## src/rtl/reg_file_tmp.sv

```systemverilog
// Speculative register-status file: 32 x 42-bit entries, one write port (full write or
// status-only update) and two asynchronous read ports. Define REGFILETMP_BYPASS_EN for write-to-read forwarding.
module reg_file_tmp #(
    parameter int DEPTH = 32,
    parameter int AW    = 5,
    parameter int DW    = 42
) (
    input  logic          clock,
    input  logic          reset,
    input  logic [DW-1:0] Data_In,
    input  logic [AW-1:0] Waddr,
    input  logic          New_entry,
    input  logic          Update_entry,
    input  logic [AW-1:0] Rd_Addr1,
    output logic [DW-1:0] Data_out1,
    input  logic [AW-1:0] Rd_Addr2,
    output logic [DW-1:0] Data_out2
);

    // Status field {spec_data, spec_valid, valid} is the only part an update touches.
    localparam int STAT_W = 3;

    logic [DW-1:0] mem [DEPTH];

    always_ff @(posedge clock) begin
        if (!reset) begin
            for (int i = 0; i < DEPTH; i++) begin
                mem[i] <= '0;
            end
        end else if (New_entry) begin
            mem[Waddr] <= Data_In;
        end else if (Update_entry) begin
            mem[Waddr][STAT_W-1:0] <= Data_In[STAT_W-1:0];
        end
    end

`ifdef REGFILETMP_BYPASS_EN
    // Value the addressed entry will hold after this edge, or the stored value if untouched.
    function automatic logic [DW-1:0] fwd_read(input logic [AW-1:0] raddr,
                                               input logic [DW-1:0] stored);
        logic [DW-1:0] res;
        res = stored;
        if (reset && (raddr == Waddr)) begin
            if (New_entry) begin
                res = Data_In;
            end else if (Update_entry) begin
                res = {stored[DW-1:STAT_W], Data_In[STAT_W-1:0]};
            end
        end
        return res;
    endfunction

    always_comb begin
        Data_out1 = fwd_read(Rd_Addr1, mem[Rd_Addr1]);
        Data_out2 = fwd_read(Rd_Addr2, mem[Rd_Addr2]);
    end
`else
    always_comb begin
        Data_out1 = mem[Rd_Addr1];
        Data_out2 = mem[Rd_Addr2];
    end
`endif

endmodule

```

## config.mk

```make
export PLATFORM = sky130hd
export DESIGN_NAME = reg_file_tmp
export DESIGN_NICKNAME = d
export VERILOG_FILES = /design/src/rtl/reg_file_tmp.sv
export SDC_FILE = /design/constraint.sdc
export NUM_CORES = 2
export LEC_CHECK = 0
export ABC_AREA = 1
export BUFFER_PORTS_ARGS = -buffer_cell sky130_fd_sc_hd__buf_4
export CORE_AREA = 2 2 409 411
export CTS_BUF_LIST = sky130_fd_sc_hd__clkbuf_8
export DETAILED_ROUTE_END_ITERATION = 10
export DIE_AREA = 0 0 411 413
export GPL_ROUTABILITY_DRIVEN = 0
export REMOVE_ABC_BUFFERS = 1
export SLEW_MARGIN = 20
export SYNTH_ARGS = -nofsm -noshare
export SYNTH_HDL_FRONTEND = slang
export SYNTH_SLANG_ARGS = --single-unit
```

## constraint.sdc

```tcl
create_clock -name clock -period 3.28 [get_ports clock]
set_input_delay 0.656 -clock clock [delete_from_list [all_inputs] [get_ports clock]]
set_output_delay 0.656 -clock clock [all_outputs]
set_load 0.02 [all_outputs]
```

==> metrics.log <==
[metrics] pwr/cell area: 484.1 nW/um^2
[metrics] final hold violation count: 0
[metrics] clock-pin transition on the worst setup and hold timing paths: 60 ps
[metrics] vias in the first global route: 67950
[metrics] Static Leakage: 35.78 nW
[metrics] # setup viols final: 0
[metrics] result of the run: completed
[metrics] pin count of the biggest net entering global routing: 88
[metrics] Post-Route Hold Slack: around 240 ps
[metrics] Yosys reg bits: 1344
[metrics] count of H-tree levels built during CTS: 4
[metrics] die width: approximately 410 um
[metrics] mean routed wirelength per cell: 25.88 um
[metrics] cells along the critical path: buf_8 -> inv_8 -> buf_12 -> buf_4 -> nand2_1 -> nand3_1 -> nand3_1 -> nand2_1 -> nand2_1 -> nand2_1 -> nand2_1 -> nand2_1 -> buf_4
[metrics] Initial DRC Count: 10680
[metrics] TritonCTS Buffers: 229
[metrics] synthesized instance count: around 9500
[metrics] max-capacitance violation count: 0
[metrics] Worst path max stage delay: 310 ps
[metrics] Cell Area, Synth: 73850 sq um
[metrics] remaining design rule violation count: 0
[metrics] vias per cell: a little over 6
[metrics] slowest CP cell: buf_12
[metrics] unrepaired setup endpoints after global routing: no
[metrics] wire length of the first global-routing pass: 443200 um
[metrics] count of input and output buffers: 144
[metrics] CP dominant cell by count: nand2_1
[metrics] most common cell after layout, fill and taps aside: nand2_1
[metrics] post-cts sizing count: 0
[metrics] required time of the critical path: approximately 2600 ps
[metrics] initial standard-cell utilization of the core: 44.51%
[metrics] GRT Residual Overflow: 0
[metrics] headroom to the max-slew limit: 25.19%
[metrics] share of the cycle needed by the critical path after routing: 96.25%
[metrics] fraction of final layout cells with drive strength greater than 1: 8.951%
[metrics] non-filler instance count after layout: 11830
[metrics] num ports: approximately 150
[metrics] top area cells in the synthesized netlist: edfxtp_1, nand2_1, nand3_1
[metrics] startpoint-to-endpoint class of the critical path: primary input to output port
[metrics] dominant cell type by area after synthesis: edfxtp_1
[metrics] most frequent cells in the layout: nand2_1, nand3_1, edfxtp_1, nor2_1, buf_4
[metrics] standard cell core area: 165900 sq um
[metrics] number of buffers added for setup after CTS: 0
[metrics] Yosys top cell area share: a little over half
[metrics] hold worst-path end: mem[7][22]
[metrics] family with the most delay on the worst path: buffers and inverters
[metrics] synth-to-layout area growth: 13.89%
[metrics] combined global-route utilization of all metal layers: about a third
[metrics] Buffers & Inverters on Critical Path: 5
[metrics] type of element launching the critical path: primary input
[metrics] max FFs per register: approximately 1300
[metrics] TritonCTS clock tree: yes
[metrics] count of hold buffers inserted by post-cts repair: 0
[metrics] floorplan row count: 150
[metrics] sequential area share after synthesis: a little over half
[metrics] capturing element type of the critical path: output port
[metrics] antenna violations before repair: 12
[metrics] number of cells on the worst hold path: 4
[metrics] actual slew at the worst max-slew pin: 1121 ps
[metrics] Most flops, register: mem
[metrics] detailed-route wire length: approximately 300000 um
[metrics] count of synthesis-stage warnings from yosys: 0
[metrics] registers with the most flip-flops: mem (1344)
[metrics] overall die area: ~170000 sq um
[metrics] path type of the worst min-delay path: primary input to flop
[metrics] floorplan die height: around 410 um
[metrics] Setup WS post-layout: 123.2 ps
[metrics] maximum fanout count along the critical path: 46
[metrics] number of vias after detailed routing: ~70000
[metrics] remaining antenna violation count: 0
[metrics] number of detailed-route iterations in the first pass: 6
[metrics] post-placement cell count: roughly 11000
[metrics] worst voltage drop across the vdd grid: 438.8 uV
[metrics] start point of the worst min-delay path: Data_In[22]
[metrics] data arrival at the endpoint of the critical path: approximately 2500 ps
[metrics] CTS max path bufs: 3
[metrics] root buf cell: clkbuf_8
[metrics] average cell area after synthesis: ~7.7 sq um
[metrics] filler cell count in the final layout: 15600
[metrics] Max Slew Vio Count: 0
[metrics] fmax: 316.8 MHz
[metrics] Synth cell types: 15
[metrics] post-layout min period: 3157 ps
[metrics] detailed-placement wirelength estimate: 172700 um
[metrics] # clock sinks: 1344
[metrics] Nets: 9502
[metrics] post-placement setup slack: roughly 180 ps
-- metrics by stage --
stage,setup TNS (ps),power [mW],area [sq um],util [%]
global route,0,42.03,84090,50.69
floorplan,-652230,23.93,70590,-
detailed placement,0,26.97,80110,48.29
finish,0,40.72,84110,50.69
global placement,0,26.89,80110,48.29
CTS,0,40.61,84090,50.68
-- worst min-delay path: cells and delay by family --
family / cells / cell delay [ps]
buffers and inverters: 3 / 330
and+or+nand+nor: 1 / 130
-- routing by layer --
layer	share of wire (%)	vias to the layer above	GRT usage (%)
met5	0.030	-	0
met4	5.8	14	19.19
met3	13	1244	7.852
met2	44	5641	54.62
met1	37	33760	46.13
li1	-	31250	-
-- logic make-up (layout without fill, tap and decap cells) --
group                  Yosys count  count (layout)  share of synthesized area, %
AOI/OAI and AO/OA                5               5                       0.03388
buffers and inverters          907             985                         4.729
DFF                           1344            1344                         54.65
other                            0               7                             0
and+or+nand+nor               7285            7285                         40.59
-- report_power, final --
group	leakage (nW)	switching, mW	total (mW)	internal, mW
clock	2.36	7.33	13.9	6.56
combinational	20.6	4.53	6.48	1.95
sequential	12.8	0.500	20.3	19.8
total	35.8	12.4	40.7	28.3
-- final cells by class --
type,instances,area [sq um],share of cell area (%)
sequential,1344,40360,47.99
tap,2204,2758,3.279
timing repair buffer,514,6185,7.353
clock inverter,179,812.0,0.9655
inverter,62,282.8,0.3362
multi-input combinational,7290,30530,36.30
clock buffer,230,3166,3.764
antenna,7,17.52,0.02083
-- worst max-delay path by stage --
stage	startpoint	endpoint	slack [ps]	depth (start not counted)
6_report	Rd_Addr2[0]	Data_out2[17]	120	13
5_1_grt	Rd_Addr2[0]	Data_out2[18]	70	13
4_1_cts	Rd_Addr2[0]	Data_out2[17]	160	13
3_5_place_dp	Rd_Addr2[0]	Data_out2[17]	180	13
3_3_place_gp	Rd_Addr1[0]	Data_out1[19]	190	12
2_1_floorplan	Rd_Addr2[0]	Data_out2[10]	-3850	9
-- Yosys cell counts (all sizes together) --
master  count
buf       144
clkbuf    701
clkinv      4
edfxtp   1344
inv        58
nand2    3863
nand3    2062
nor2     1342
nor3       18
o21ai       5
No activity file was read; power rests on OpenSTA's default activity.
